==> src/rtl/button_conditioner.sv <==
// Per-channel 2-FF synchronizer + debounce FSM producing level, press/release pulses and a toggle.
// Define AUTOREPEAT_EN to add auto-repeat press pulses while a button is held.
module button_conditioner #(
    parameter int N_BTN           = 5,
    parameter int DEBOUNCE_CYCLES = 1_000_000,
    parameter int REPEAT_DELAY    = 50_000_000,
    parameter int REPEAT_PERIOD   = 25_000_000
) (
    input  logic             clk,
    input  logic             rst,
    input  logic [N_BTN-1:0] i_btn,
    output logic [N_BTN-1:0] o_level,
    output logic [N_BTN-1:0] o_press,
    output logic [N_BTN-1:0] o_release,
    output logic [N_BTN-1:0] o_toggle
);

    localparam int CNT_W = $clog2(DEBOUNCE_CYCLES + 1);
    localparam logic [CNT_W-1:0] CNT_MAX = CNT_W'(DEBOUNCE_CYCLES);
    localparam logic [CNT_W-1:0] CNT_ONE = CNT_W'(1);

    typedef enum logic [1:0] {
        LO     = 2'd0,
        DEB_HI = 2'd1,
        HI     = 2'd2,
        DEB_LO = 2'd3
    } state_t;

    if (DEBOUNCE_CYCLES < 1) begin : g_debounce_cfg_check
        $error("button_conditioner: DEBOUNCE_CYCLES must be >= 1");
    end

`ifdef AUTOREPEAT_EN
    if (REPEAT_DELAY < 1 || REPEAT_PERIOD < 1) begin : g_repeat_cfg_check
        $error("button_conditioner: REPEAT_DELAY and REPEAT_PERIOD must be >= 1");
    end

    localparam int RPT_MAX = (REPEAT_DELAY > REPEAT_PERIOD) ? REPEAT_DELAY : REPEAT_PERIOD;
    localparam int RPT_W   = $clog2(RPT_MAX + 1);
    localparam logic [RPT_W-1:0] RPT_DELAY  = RPT_W'(REPEAT_DELAY);
    localparam logic [RPT_W-1:0] RPT_PERIOD = RPT_W'(REPEAT_PERIOD);
    localparam logic [RPT_W-1:0] RPT_ONE    = RPT_W'(1);
`else
    if (REPEAT_DELAY < 1 || REPEAT_PERIOD < 1) begin : g_repeat_cfg_note
        $warning("button_conditioner: repeat parameters are unused in this build");
    end
`endif

    for (genvar k = 0; k < N_BTN; k++) begin : g_ch
        logic             sync1_q, sync1_d;
        logic             sync2_q, sync2_d;
        state_t           state_q, state_d;
        logic [CNT_W-1:0] cnt_q, cnt_d;
        logic             level_q, level_d;
        logic             press_q, press_d;
        logic             release_q, release_d;
        logic             toggle_q, toggle_d;
`ifdef AUTOREPEAT_EN
        logic [RPT_W-1:0] rpt_q, rpt_d;
        logic             rpt_armed_q, rpt_armed_d;
`endif

        always_comb begin
            sync1_d   = i_btn[k];
            sync2_d   = sync1_q;
            state_d   = state_q;
            cnt_d     = cnt_q;
            level_d   = level_q;
            press_d   = 1'b0;
            release_d = 1'b0;
            toggle_d  = toggle_q;

            // The counter only advances while the new level keeps holding, so it never exceeds CNT_MAX.
            unique case (state_q)
                LO: begin
                    if (sync2_q) begin
                        state_d = DEB_HI;
                        cnt_d   = CNT_ONE;
                    end
                end
                DEB_HI: begin
                    if (!sync2_q) begin
                        state_d = LO;
                        cnt_d   = '0;
                    end else if (cnt_q == CNT_MAX) begin
                        state_d  = HI;
                        cnt_d    = '0;
                        level_d  = 1'b1;
                        press_d  = 1'b1;
                        toggle_d = ~toggle_q;
                    end else begin
                        cnt_d = cnt_q + CNT_ONE;
                    end
                end
                HI: begin
                    if (!sync2_q) begin
                        state_d = DEB_LO;
                        cnt_d   = CNT_ONE;
                    end
                end
                DEB_LO: begin
                    if (sync2_q) begin
                        state_d = HI;
                        cnt_d   = '0;
                    end else if (cnt_q == CNT_MAX) begin
                        state_d   = LO;
                        cnt_d     = '0;
                        level_d   = 1'b0;
                        release_d = 1'b1;
                    end else begin
                        cnt_d = cnt_q + CNT_ONE;
                    end
                end
                default: begin
                    state_d = LO;
                    cnt_d   = '0;
                end
            endcase

`ifdef AUTOREPEAT_EN
            rpt_d       = '0;
            rpt_armed_d = 1'b0;
            // Hold time restarts whenever HI is (re)entered; first gap is the delay, later gaps the period.
            if (state_q == HI && state_d == HI) begin
                rpt_d       = rpt_q + RPT_ONE;
                rpt_armed_d = rpt_armed_q;
                if (!rpt_armed_q && rpt_d == RPT_DELAY) begin
                    press_d     = 1'b1;
                    rpt_d       = '0;
                    rpt_armed_d = 1'b1;
                end else if (rpt_armed_q && rpt_d == RPT_PERIOD) begin
                    press_d = 1'b1;
                    rpt_d   = '0;
                end
            end
`endif
        end

        always_ff @(posedge clk or posedge rst) begin
            if (rst) begin
                sync1_q     <= 1'b0;
                sync2_q     <= 1'b0;
                state_q     <= LO;
                cnt_q       <= '0;
                level_q     <= 1'b0;
                press_q     <= 1'b0;
                release_q   <= 1'b0;
                toggle_q    <= 1'b0;
`ifdef AUTOREPEAT_EN
                rpt_q       <= '0;
                rpt_armed_q <= 1'b0;
`endif
            end else begin
                sync1_q     <= sync1_d;
                sync2_q     <= sync2_d;
                state_q     <= state_d;
                cnt_q       <= cnt_d;
                level_q     <= level_d;
                press_q     <= press_d;
                release_q   <= release_d;
                toggle_q    <= toggle_d;
`ifdef AUTOREPEAT_EN
                rpt_q       <= rpt_d;
                rpt_armed_q <= rpt_armed_d;
`endif
            end
        end

        assign o_level[k]   = level_q;
        assign o_press[k]   = press_q;
        assign o_release[k] = release_q;
        assign o_toggle[k]  = toggle_q;
    end

endmodule

==> config.mk <==
export PLATFORM = sky130hd
export DESIGN_NAME = button_conditioner
export DESIGN_NICKNAME = d
export VERILOG_FILES = /design/src/rtl/button_conditioner.sv
export SDC_FILE = /design/constraint.sdc
export NUM_CORES = 1
export LEC_CHECK = 0
export ABC_AREA = 0
export CAP_MARGIN = 20
export CELL_PAD_IN_SITES_DETAIL_PLACEMENT = 1
export CELL_PAD_IN_SITES_GLOBAL_PLACEMENT = 1
export CORE_MARGIN = 1
export CORE_UTILIZATION = 25
export CTS_BUF_LIST = sky130_fd_sc_hd__clkbuf_8
export DETAILED_ROUTE_END_ITERATION = 16
export DONT_BUFFER_PORTS = 1
export PLACE_DENSITY_LB_ADDON = 0.1
export SETUP_SLACK_MARGIN = 0.3
export SYNTH_ARGS = -nofsm -noshare
export SYNTH_HDL_FRONTEND = slang
export SYNTH_SLANG_ARGS = --single-unit
export TNS_END_PERCENT = 5
==> constraint.sdc <==
create_clock -name clk -period 4.8 [get_ports clk]
set_clock_uncertainty 0.2 [all_clocks]
set_input_delay 0.48 -clock clk [delete_from_list [all_inputs] [get_ports clk]]
set_output_delay 0.48 -clock clk [all_outputs]
set_load 0.02 [all_outputs]
# Word-level counts from Yosys, hierarchy flattened
# Index checks and enable logic that the tools add are counted.
dict set report word_totals {
  register_bits 140
  mem_count 0
  latch_bits 0
  mem_bits_rw 0
  mem_bits_ro 0
}
dict set report op_classes {
  bitwise 5
  add_sub_neg 5
  eq_ne 60
  order_cmp 0
  muxes 115
  shifts 0
  mul 0
  reduce_logical 30
  div_mod_pow 0
}
# cell n
set op_table {}
lappend op_table {{20-bit two-way mux} 25}
lappend op_table {{20-bit case mux with 4 select lines} 5}
lappend op_table {{20-bit by 1-bit adder with 20-bit output, second input constant} 5}
lappend op_table {{20-bit equality test, second input constant} 5}
lappend op_table {{2-bit two-way mux} 30}
lappend op_table {{2-bit inequality test, second input constant} 30}
lappend op_table {{1-bit two-way mux} 45}
lappend op_table {{2-bit case mux with 4 select lines} 5}
lappend op_table {{3-bit inequality test, second input constant} 10}
lappend op_table {{5-bit AND reduction} 5}
lappend op_table {{2-bit equality test, second input constant} 10}
lappend op_table {{4-bit AND reduction} 5}
lappend op_table {{3-bit AND reduction} 5}
lappend op_table {{2-bit by 1-bit equality test with 1-bit output, second input constant} 5}
lappend op_table {{2-bit zero test} 5}
lappend op_table {{1-bit case mux with 2 select lines} 5}
lappend op_table {{2-bit AND reduction} 5}
lappend op_table {{2-bit nonzero test} 5}
lappend op_table {{1-bit inverter} 5}

# Depth between registers and ports, before layout
# Gate-level depths: netlist of run 1.
dict set report depth {
  word_depth 4
  ltp_mapped 9
  ltp_nobuf 7
}

# Worst setup path before layout of run 1
# No wires, ideal clock.
dict set report synth_path {
  path_type {register -> register}
  startpoint {register g_ch[3].cnt_q[0]}
  endpoint {register g_ch[3].cnt_q[18]}
  period_less_slack_ns 2.211
  setup_slack_ns 2.589
  arrival_time_ns 1.887
  n_path_buf 1
  path_stages_with_launch 9
  cell_sequence {dfrtp_1 > inv_1 > ha_1 > or4b_2 > nor3_2 > a21oi_2 > buf_4 > a32oi_1 > nand2_1}
}
dict set report synth_via {
  elab_chain_cells 4
  word_cells_on_any_way 6
  cone_classes {add/sub: 1; eq/ne: 1; mux: 4}
}
# element line
set synth_rtl {}
lappend synth_rtl {{start, declared} 53} ;# logic [CNT_W-1:0] cnt_q, cnt_d;
lappend synth_rtl {{start signal, assigned} 157} ;# cnt_q <= cnt_d;
lappend synth_rtl {{20-bit by 1-bit adder with 20-bit output / 20-bit equality test (equally long branches)} -}
lappend synth_rtl {{20-bit two-way mux *} {85, 105}}
lappend synth_rtl {{20-bit two-way mux, on equally long branches} {102, 82}}
lappend synth_rtl {{20-bit case mux with 4 select lines *} 74} ;# unique case (state_q)
# Mark *: on every way between the ends. The rest lies on a longest branch, timed or not.
# A chain may end at the register's enable or synchronous reset.

# Worst setup path in the final report of run 1
dict set report layout_path {
  startpoint {register g_ch[3].cnt_q[0]}
  endpoint {register g_ch[3].cnt_q[17]}
}
# Same word-level chain as after synthesis.

==> summary.md, run 1 <==
The critical path in this run is classified as flip-flop to flip-flop. The worst slack on hold paths is 0.1536 ns, and the remaining number of nets flagged by the antenna check after routing is 0. Hold-critical path endpoint: g_ch[4].sync2_q$_DFF_PP0_. The horizontal extent of the die is 174.4 um.

Register bit total from synthesis: 140. In this run the number of H-tree levels came out at 4. The number of global-route vias before repair came out at 6389.

The logs give 13.70% for the global router's overall resource usage and 5932 for the routed via count. The layout has 3299 filler cells. The register-to-register setup slack was 2.21 ns; the average wire per standard cell was 16.55 um.

The overall overflow remaining after global route was 0; the share of the synthesized area in the top cell type was 47.15%. The clock passes through at most 2 buffers. The logs give 62 for the count of standard-cell rows and 0 for the initial antenna violation count. The final routed wirelength across all metal layers came out at 19320 um. Entering global routing, the biggest net connects 87 pins.

The logs give 0 for the number of violations of the max-capacitance limit and 0.02894 mm2 for the placeable core region. On the critical path, the stage with the largest delay is an instance of or4b_2. In this run the worst hold path is classified as flip-flop to flip-flop.

After detailed routing, the number of vias per cell comes to 5.083. STA puts the critical path data arrival time at 2.72 ns. Static timing analysis puts the maximum clock frequency at 0.3868 GHz.

End of the worst register-to-register path: g_ch[3].cnt_q[17]$_DFFE_PP0P_. The I/O pin total is 27, and the total iterations of the first detailed-routing run is 5. The post-route netlist has 7.791% of its cells at a drive strength greater than 1. The tools report the number of nets produced by synthesis as 808.

Synthesis produced a netlist whose cell count is 791. Buffers placed on the I/O ports in this run total 0. The largest stage delay on the critical path is 0.63 ns, and the worst-case vdd ir drop is 0.2710 mV. Counting cells, the worst reg-to-reg path comes to 8.

The first-pass GRT wire length came out at 33560 um. In this run the critical register-to-register path is launched from g_ch[3].cnt_q[0]$_DFFE_PP0P_. The total count of hold-check failures in the final report was 0.

Biggest fanout along the worst timing path: 17. The transition time at the pin with the least slew margin was 1.015 ns. Counting instances, the worst hold path has a depth of 0. The instance count on the critical path was 8.

Yosys printed 0 warnings. The congestion estimate from routability-driven global placement came to 0.7139. Setup violations remaining at the end of the flow were counted as 0. Traced cell by cell, the critical path runs through inv_1 -> ha_1 -> or4b_2 -> nor3_2 -> a21oi_2 -> buf_8 -> nor2_1 -> nor2_1. The root buffer cell is clkbuf_8. The tools report the number of buffers created by CTS as 17. The worst pin sits at a relative slew slack of 32.12%. The run finished with clean final reports. The repair_antennas step left the layout with diodes totalling 0. CTS saw 140 sinks.

The kind of cell with the highest combined delay along the critical path is simple AND/OR/NAND/NOR gates. The area of the die came out at 0.03042 mm2. By area the synthesized netlist is led by dfrtp_1 (47%), nand3_1 (4.2%), a31oi_1 (3.8%).

The static leakage was 0.003312 uW; the number of slew-limit violations in the final report was 0. The data required time at the worst endpoint was 4.93 ns. The setup TNS was 0 ns. The run gives 13170 um as the HPWL reported at the end of detailed placement. The distinct cell type count of the synthesized netlist is 66, and the clock-pin slew of the registers on the worst-case setup and hold paths is 0.08 ns. The library cell appearing most often on the critical path was nor2_1. The kind of capture point of the worst setup path is a flip-flop. Setup repair after global routing left no endpoint under its margin. For this configuration, the core starts out at a cell density of 25.68%. TritonCTS built the clock tree. Of all cell types, the one taking the most synthesized area is dfrtp_1. The average footprint of a synthesized cell works out to 9.394 um2. The final critical-path required period came out at 2.585 ns.

Yosys mapped a number of flops with a built-in enable equal to 0. In this run the vertical extent of the chip is 174.4 um. The number of buffer and inverter instances along the worst setup path works out to 2. The origin of the worst min-delay path was g_ch[4].sync1_q$_DFF_PP0_.

For the sequential share of the synthesized area, the log shows 47.15%. The area of the mapped netlist was 0.007431 mm2. The total power divided by cell area is 364.9 mW/mm2. For this block, the initial DRC count from the detailed router was 322. The run gives 787 as the final-stage net count. The worst setup path is launched from a flip-flop. The post-synthesis async set-or-reset flop share was 100.0%; the post-route clock period utilization was 53.85%.

The DRC violation count after routing is 0. The most used flip-flop cell after synthesis is dfrtp_1. The signed area change from the synthesized netlist to the final layout works out to 9.901%. The run gives 0.46 ns as the clock latency reported for the late side of the worst-skew pair.
==> final cells by class <==
type	instances	area (um2)	share of cell area, %
Multi-Input combinational cell	565	3493	42.78
Clock inverter	15	197.7	2.421
Inverter	32	125.1	1.532
Tap cell	384	480.5	5.883
Timing Repair Buffer	14	132.6	1.624
Clock buffer	17	234.0	2.865
Sequential cell	140	3503	42.90
==> routing by layer <==
| layer | wire length (um) | global-route usage [%] | part of all wire (%) |
|---|---|---|---|
| met2 | 9007 | 21.53 | 47 |
| met3 | 403 | 2.734 | 2.1 |
| met1 | 9688 | 18.76 | 50 |
| met4 | 219 | 4.423 | 1.1 |
| met5 | 0 | 0 | 0 |
==> per-stage QoR <==
stage | std cells | setup WS (ns) | util, % | power [uW] | cell area, um2
6_report | 1167 | 2.215 | 28.22 | 2980 | 8167
5_1_grt | 1167 | 2.041 | 28.22 | 3176 | 8167
4_1_cts | 1165 | 2.208 | 28.18 | 3036 | 8154
3_5_place_dp | 1127 | 2.224 | 26.48 | 1936 | 7662
3_3_place_gp | 1125 | 2.198 | 26.38 | 1898 | 7632
2_1_floorplan | 791 | 0.3671 | - | 1776 | 7431
==> registers in the layout, summed over array words and instances, names as in the netlist, named ones only <==
register and cells:
g_ch.sync2_q 5, g_ch.release_q 5, g_ch.press_q 5, g_ch.state_q 5
g_ch.level_q 5, g_ch.sync1_q 5, g_ch.cnt_q 100, g_ch.toggle_q 5
==> cells in the final DEF, fill, tap and decap left out, drive strengths merged, types with 5 or more instances in the layout <==
| cell type | count |
|---|---|
| nand3 | 63 |
| a21o | 13 |
| clkbuf | 18 |
| a41oi | 8 |
| inv | 36 |
| a31oi | 45 |
| xor2 | 14 |
| o21ai | 38 |
| nand2b | 12 |
| nor3 | 18 |
| dlygate4sd3 | 6 |
| nor4b | 11 |
| a21oi | 49 |
| buf | 7 |
| ha | 10 |
| a22o | 14 |
| or3 | 7 |
| nor2 | 47 |
| xnor2 | 10 |
| and3 | 14 |
| mux2i | 10 |
| nor4 | 5 |
| nor2b | 9 |
| nand4 | 24 |
| or4b | 5 |
| and4 | 8 |
| dfrtp | 140 |
| nand2 | 73 |
==> power by group <==
group          switching, uW  internal, uW
Clock                    503           566
Combinational            368           204
Sequential              98.2          1240
==> cell families (layout without fill, tap and decap cells) <==
logic type	Yosys count	in the layout	synth area share [%]
simple gates	323	323	23.93
compound gates	195	195	16.72
flops	140	140	47.15
buf+inv	86	78	5.893
xor+xnor	24	24	2.829
mux	13	13	1.802
fa+ha+maj	10	10	1.684
==> worst register-to-register path, stage by stage, from the launching register on <==
cell	delay (ns)
dfrtp_1	0.45
inv_1	0.11
ha_1	0.15
or4b_2	0.63
nor3_2	0.22
a21oi_2	0.22
buf_8	0.22
nor2_1	0.20
nor2_1	0.08
==> how the worst max path moves through the flow <==
stage                                 start                            end  slack (ns)
5_1_grt        g_ch[0].cnt_q[0]$_DFFE_PP0P_   g_ch[0].cnt_q[3]$_DFFE_PP0P_        2.04
6_report       g_ch[3].cnt_q[0]$_DFFE_PP0P_  g_ch[3].cnt_q[17]$_DFFE_PP0P_        2.21
3_3_place_gp   g_ch[3].cnt_q[0]$_DFFE_PP0P_  g_ch[3].cnt_q[14]$_DFFE_PP0P_        2.20
3_5_place_dp   g_ch[3].cnt_q[0]$_DFFE_PP0P_  g_ch[3].cnt_q[17]$_DFFE_PP0P_        2.22
4_1_cts        g_ch[3].cnt_q[0]$_DFFE_PP0P_  g_ch[3].cnt_q[17]$_DFFE_PP0P_        2.21
2_1_floorplan                           rst                      async pin        0.37
==> Yosys cell counts, types with 4 or more instances <==
library cell / instances
nand3_1: 63
a21o_1: 13
or4_1: 4
buf_4: 21
nor2_1: 47
nand4_1: 24
nor2b_1: 9
and4_1: 8
xor2_1: 14
nor4b_1: 10
nand2b_1: 12
o211ai_1: 4
nor3_1: 15
inv_1: 32
mux2i_1: 10
a22o_1: 14
clkbuf_1: 15
nand2_1: 73
a21oi_1: 47
dfrtp_1: 140
and3_1: 14
ha_1: 10
or3_1: 7
o21ai_0: 38
a31oi_1: 45
buf_1: 4
xnor2_1: 10
a41oi_1: 8
buf_2: 11
==> timing repair <==
item                                   in CTS  in global routing
endpoints found under the hold margin      89                  0
resized for setup                           0                  0
buffers inserted                            0                  0
hold buffers                                6                  0
(Power assumes the default switching activity.)
==> inputs of run 2 (changes only) <==
- ABC_AREA: 0 -> 1
- clock period: 4.8 -> 2.5 ns (I/O delays scaled with it)
==> run 2 against run 1 <==
The flow now finishes with violations (DRC). Highest routed layer unchanged. Routed wire length increased by 8.3%. Fmax increased by 30%. Synthesized cell count up 29%. First-iteration DRC count fell by 38%. Core utilization increased by 0.19 points. Sequential share of layout area decreased by 2.9 points. Register-to-register slack worse by 1.7 ns. Power is 85% higher. Count of clock-buffer cells in the layout rose by 4. Sequential power rose by 87%. Clock power increased by 93%. Via count up 8.6%.
==> summary.md, run 2 <==
The run finished, with violations left. The final reports fail on DRC. The tools report the initial standard-cell utilization of the core as 25.60%. Dividing the detail-routed via count by the number of cells gives 4.506.

The number of clock buffers added by TritonCTS is 17. Timing would allow up to 0.5040 GHz. The synthesized design contains 0 enable-type register cells. Number of global-route vias before repair: 6907. From bottom edge to top edge, the die measures 179.7 um. Worst slack on hold paths: 0.1283 ns.

The number of different library cells used by synthesis comes to 41. Per report_power, the clock group accounts for 37.4% of the total. The run gives 64 as the count of standard-cell rows. The clock drives 140 sinks. After synthesis, the cell types taking the most area are dfrtp_1 (44%), nand2_1 (11%), inv_1 (6.3%). The post-route clock period utilization is 79.37%. At the end of the flow the core is filled with cells to 28.42%. The logs give 1034 for the number of nets produced by synthesis and 2.18 ns for the worst endpoint data arrival time.

The first global-routing pass estimated 36120 um of wire. The relative slew slack is 60.44%, and the remaining number of nets flagged by the antenna check after routing is 0. Timing analysis after detailed placement gives a worst setup slack of 0.1084 ns.

Global routing finished with a remaining overflow of 0. Average wire per standard cell: 14.64 um. The total count of hold-check failures in the final report is 0.

The tools report the global router's overall resource usage as 13.98%. The worst-case IR drop observed on VDD is 0.3046 mV. Wires add up to 20930 um. Critical path startpoint category: a flip-flop. Adding up every negative setup slack in the final design gives 0 ns.

The biggest fanout along the worst timing path was 8; the initial antenna violation count was 0. The register with the most flip-flops in the final layout is g_ch.cnt_q. Setup repair after global routing left no endpoint under its margin. After the first detailed-routing iteration, the DRC count stood at 200. Of the total power, registers draw 45.4%.

From synthesis to final layout, the design area changed by 11.02%. In this run the worst hold path is classified as input port to flip-flop. Input and output buffers added on the ports amount to 0. Among all flip-flop cells after synthesis, the most frequent one is dfrtp_1. The logs give 0 for the post-CTS setup repair buffer count and 15310 um for the HPWL reported at the end of detailed placement. After synthesis the cells add up to 0.007891 mm2. In this run the count of I/O pins placed on the die edge is 27.

The share of the synthesized area in the top cell type is 44.40%, and the count of warnings emitted by yosys is 0. The synthesized design contains 140 register bits. After synthesis, the most frequently instantiated cells are nand2_1 (226), dfrtp_1 (140), inv_1 (132). The most common cell in the synthesized netlist is nand2_1.

The detailed router placed 6443 vias in this run. The sequential share of the synthesized area was 44.40%. Cells with a size suffix above 1 make up 10.15% of the layout. In this run the static leakage power is 0.003665 uW. Type of the setup path with the least slack: flip-flop to flip-flop. The clock-pin slew of the registers on the worst-case setup and hold paths is 0.08 ns, and the average footprint of a synthesized cell is 7.759 um2.

TritonCTS built the clock tree. DRC violation count after routing: 1. Combinational logic is responsible for 17.2% of the overall power. The total area inside the core boundary comes to 0.03083 mm2. In the layout the commonest cells are nand2_1 (226), dfrtp_1 (140), inv_1 (132). The transition time at the pin with the least slew margin was 0.5934 ns; the switching part of the total power was 32.07%. Entering global routing, the biggest net connects 101 pins. Final-stage net count: 1039. The total iterations of the first detailed-routing run is 10, and the deepest clock path buffer count is 2. The internal portion of the total power is 3744 uW.

In this run the power spent charging and discharging nets is 1768 uW. Number of flip-flops under the largest register name: 100. Leaving out fill and tap cells, the most frequent cell in the layout is nand2_1. For the number of slew-limit violations in the final report, the log shows 0. The final critical-path required period was 1.984 ns; the total power divided by cell area was 629.2 mW/mm2. Data on the critical path is required at its endpoint by 2.69 ns.

Synthesis produced 1017 cells. Of all flip-flops after synthesis, the portion carrying an async set or reset was 100.0%. The tools report the root buffer cell as clkbuf_8. Of all cell types, the one taking the most synthesized area is dfrtp_1.

The run gives 0 as the number of setup violations in the final report. Across all setup checks in the final design, the least slack found is 0.5159 ns. STA classifies the critical path endpoint as a flip-flop. The tool flagged a number of max-cap violations equal to 0. 0 antenna diodes ended up in the layout. At the end of routability-driven placement, the weighted congestion stood at 0.7517. At the later pin of the worst-skew pair, clock insertion delay measures 0.47 ns. The H-tree level count was 4.

From left edge to right edge, the die measures 179.7 um. The die covers 0.03228 mm2.
run 2: area by class of cell:
type,instances,area (um2)
fill,3707,22070
timing repair buffer,14,132.6
clock inverter,10,140.1
sequential,140,3503
multi-input combinational,703,3643
clock buffer,21,289.0
tap,396,495.5
inverter,146,556.8
run 2: power groups by stage:
stage               sequential, uW  combinational (uW)  clock (uW)
detailed placement            2550                 978           0
floorplan                     2510                 682           0
finish                        2500                 950        2060
global placement              2550                 980           0
global route                  2520                1110        2220
CTS                           2510                 991        2170
run 2: metrics by stage:
step                power [uW]  area, um2  instances
floorplan                 3193       7895       1017
global placement          3529       8264       1393
detailed placement        3530       8264       1393
CTS                       5665       8756       1430
global route              5849       8761       1430
finish                    5512       8761       1430
run 2: cell families (layout without fill, tap and decap cells):
kind of cell | Yosys count | count (layout) | synth area share, %
AOI/OAI and AO/OA | 126 | 126 | 8.816
xor gates and xnor gates | 41 | 41 | 4.550
and+or+nand+nor | 526 | 526 | 31.12
adders and majority gates | 10 | 10 | 1.586
DFF | 140 | 140 | 44.40
buffers and inverters | 174 | 191 | 9.529
run 2: path summary, 6_finish.rpt:
path                       slack [ns]  cells after the start                       endpoint                          from
max                              0.52                     10  g_ch[0].cnt_q[11]$_DFFE_PP0P_  g_ch[0].cnt_q[0]$_DFFE_PP0P_
max in group asynchronous        1.40                      3   g_ch[0].cnt_q[6]$_DFFE_PP0P_                           rst
min reg2reg                      0.15                      0      g_ch[1].sync2_q$_DFF_PP0_     g_ch[1].sync1_q$_DFF_PP0_
min                              0.13                      1      g_ch[1].sync1_q$_DFF_PP0_                      i_btn[1]
max reg2reg                      0.52                     10  g_ch[0].cnt_q[11]$_DFFE_PP0P_  g_ch[0].cnt_q[0]$_DFFE_PP0P_
min in group asynchronous        0.15                      3    g_ch[4].level_q$_DFFE_PP0P_                           rst
run 2: worst max-delay path: stages, from the launching register on:
cell	delay (ns)
dfrtp_1	0.41
inv_1	0.09
ha_1	0.20
nand2_1	0.06
nor3_1	0.05
nand3_1	0.09
nor2_2	0.05
nor2_2	0.31
buf_4	0.24
nand2_1	0.05
o21ai_0	0.14
run 2: routing by layer:
metal  vias to the layer above  wire (um)  GRT usage [%]
met5                         -          0              0
met4                         0        215          4.138
met3                         9        526          3.120
met2                        37       9902          23.22
met1                      3124      10290          18.10
li1                       3273          -              -
run 2: what timing repair did:
| item | 4_1_cts | 5_1_grt |
|---|---|---|
| hold buffers | 6 | 0 |
| setup endpoints to repair | 9 | 4 |
| resized for setup | 1 | 1 |
| hold endpoints to repair | 145 | 0 |
==> inputs of run 3 (changes only) <==
- ABC_AREA: 1 -> 0
- clock period: 2.5 -> 1.9 ns (I/O delays scaled with it)
==> run 3 against run 2 <==
Hold slack got worse by 0.033 ns. Highest routed layer unchanged. The flow finishes with violations (setup timing). Core utilization rose by 7.4 points. Setup slack got worse by 0.79 ns. Sequential share of layout area fell by 6.2 points.
==> summary.md, run 3 (synthesis gave the netlist of run 1 again) <==
Static timing analysis puts the maximum clock frequency at 0.4594 GHz. Setup repair after global routing could not meet its margin everywhere. Worst hold-check path type: input port to flip-flop. The number of antenna cells inserted is 0, and the post-route clock period utilization is 114.6%. The run gives 0.01037 mm2 as the area of all placed cells without fillers. The biggest fanout along the worst timing path is 7. The number of global-route vias before repair is 7448. The worst register-to-register path ends at g_ch[1].cnt_q[7]$_DFFE_PP0P_.

In this run the number of H-tree levels came out at 4. Setup violations remaining at the end of the flow were counted as 105. Static leakage: 0.004565 uW.

The register with the most flip-flops in the layout has 100 of them. The first global-routing pass estimated 38180 um of wire. For the worst endpoint data arrival time, the log shows 2.30 ns.

Tracing the worst setup path back leads to its startpoint at g_ch[1].cnt_q[2]$_DFFE_PP0P_. For this run, design rule violations remaining after detail routing come to 0. The total count of hold-check failures in the final report came out at 0. For hold timing, the worst endpoint is g_ch[3].sync1_q$_DFF_PP0_. On the worst path, the slowest cell contributes a delay of 0.56 ns. At the end of the flow the core is filled with cells to 35.84%. The total power divided by cell area is 797.8 mW/mm2. The worst slack on hold paths is 0.09504 ns. The launch point of the worst reg-to-reg path is g_ch[1].cnt_q[2]$_DFFE_PP0P_.

The placer congestion estimate is 0.7734, and the average wire per standard cell is 16.26 um. The HPWL reported at the end of detailed placement is 15960 um. The number of slew-limit violations in the final report is 0, and the initial standard-cell utilization of the core is 25.68%. The die is 174.4 um tall.

Clock tree synthesis inserted a total of 17 buffers. The startpoint identified for the worst hold timing path is i_btn[3]. The worst register-to-register path has a depth of 7. Leaving out fill and tap cells, the most frequent cell in the layout is buf_4.

Measured along the x axis, the die boundary spans 174.4 um. The library cell appearing most often on the critical path was buf_6. The data required time at the worst endpoint is 2.03 ns, and the total iterations of the first detailed-routing run is 6. Max-cap violations in this run came to 0. The signed area change from the synthesized netlist to the final layout was 39.57%; the overall overflow remaining after global route was 0. In the layout the commonest cells are buf_4 (188), dfrtp_1 (140), nand2_1 (69). The slowest stage of the critical path belongs to the cell or4b_4.

The flow ran to the end, but the final reports show violations. The tools report the routed via count as 6737. The post-route netlist has 36.67% of its cells at a drive strength greater than 1.

CTS saw 140 sinks. The tools report the cell area after placement as 0.009249 mm2. Remaining number of nets flagged by the antenna check after routing: 0. Number of vias per cell after detailed routing: 4.903. The worst setup path is launched from a flip-flop. The root buffer cell is clkbuf_8. The logs give 0.02894 mm2 for the placeable core region and 2 for the deepest clock path buffer count.

The run gives 996 as the final-stage net count. Traced cell by cell, the critical path runs through or4b_4 -> nor4_4 -> a21oi_4 -> buf_6 -> buf_6 -> a21oi_2 -> mux2i_1. The final critical-path required period came out at 2.177 ns. TritonCTS built the clock tree. The clock latency reported for the late side of the worst-skew pair came out at 0.45 ns. The floorplan has 62 rows. The largest register by flop count is g_ch.cnt_q. The logs give -0.28 ns for the register-to-register setup slack and 15.52% for the global router's overall resource usage.

The floorplan step defined a die boundary enclosing 0.03042 mm2. The I/O pin total came out at 27. Transition time at the pin with the least slew margin: 0.5351 ns.

The tools report the worst-case vdd ir drop as 0.4468 mV. The critical path is of the flip-flop to flip-flop type. The top cell family by delay on the critical path is simple AND/OR/NAND/NOR gates. For the initial antenna violation count, the log shows 0. Clock-pin slew was measured on the worst setup and hold paths at 0.08 ns. Minimum setup slack in the final design: -0.2769 ns. Kind of capture point of the worst setup path: a flip-flop. Summed over all layers, the routed wires come to 22340 um.

The run gives 43 as the pin count of the biggest net entering global routing. The relative slew slack came out at 64.05%. The count of cells along the worst hold path works out to 1.

The number of buffer and inverter instances along the worst setup path works out to 2. The checks that failed: setup timing. Buffers placed on the I/O ports in this run total 0. After the first detailed-routing iteration, the DRC count stood at 235.
-- run 3: changes by cell type in the layout (fill, tap and decap cells not counted), sizes merged, moves of 14 or more --
cell   previous run  this run
buf               8       214
nand2           238        73
inv             144        35
nor2            125        47
a31oi             0        45
o21ai            71        38
a21oi            17        49
nand3            94        63
o22ai            27         2
xor2             35        14
nor3             33        18
a22o              0        14
-- run 3: where the power goes --
part           switching (uW)  total [uW]  internal (uW)
combinational            1440        2700           1270
sequential                101        3240           3140
clock                    1180        2330           1160
total                    2710        8270           5560
-- run 3: area by class of cell --
class / instances / area [um2]
Timing Repair Buffer: 221 / 1847
Tap cell: 384 / 480.5
Sequential cell: 140 / 3503
Inverter: 32 / 123.9
Multi-Input combinational cell: 567 / 4059
Clock buffer: 18 / 247.7
Clock inverter: 12 / 110.1
Fill cell: 3275 / 18560
-- run 3: timing repair --
action,CTS,global route
hold buffers,7,0
setup buffers,7,1
pin swaps,37,19
setup endpoints to repair,130,130
cloned,3,1
resized for setup,101,61
hold endpoints to repair,145,0
-- run 3: per-stage QoR --
| step | setup TNS, ns | power (uW) | std cells | setup WS [ns] |
|---|---|---|---|---|
| 3_3_place_gp | -19.25 | 5455 | 1325 | -0.3058 |
| 5_1_grt | -25.05 | 8812 | 1374 | -0.3540 |
| 2_1_floorplan | -40.59 | 4494 | 791 | -0.2406 |
| 6_report | -12.13 | 8274 | 1374 | -0.2769 |
| 3_5_place_dp | -24.59 | 5552 | 1325 | -0.3779 |
| 4_1_cts | -15.61 | 8333 | 1372 | -0.2912 |
-- run 3: how the worst max path moves through the flow --
stage / endpoint / slack [ns] / cells past startpoint
2_1_floorplan: async pin / -0.24 / 1
3_3_place_gp: g_ch[1].cnt_q[8]$_DFFE_PP0P_ / -0.31 / 7
3_5_place_dp: g_ch[1].cnt_q[7]$_DFFE_PP0P_ / -0.38 / 7
4_1_cts: g_ch[1].cnt_q[7]$_DFFE_PP0P_ / -0.29 / 7
5_1_grt: g_ch[1].cnt_q[7]$_DFFE_PP0P_ / -0.35 / 7
6_report: g_ch[1].cnt_q[7]$_DFFE_PP0P_ / -0.28 / 7
-- run 3: metal layers --
layer	up-vias	global-route usage, %	wire, um
met4	0	3.801	195
met2	56	26.49	10860
met5	-	0	0
met1	3414	20.20	10820
li1	3254	-	-
met3	13	2.712	460
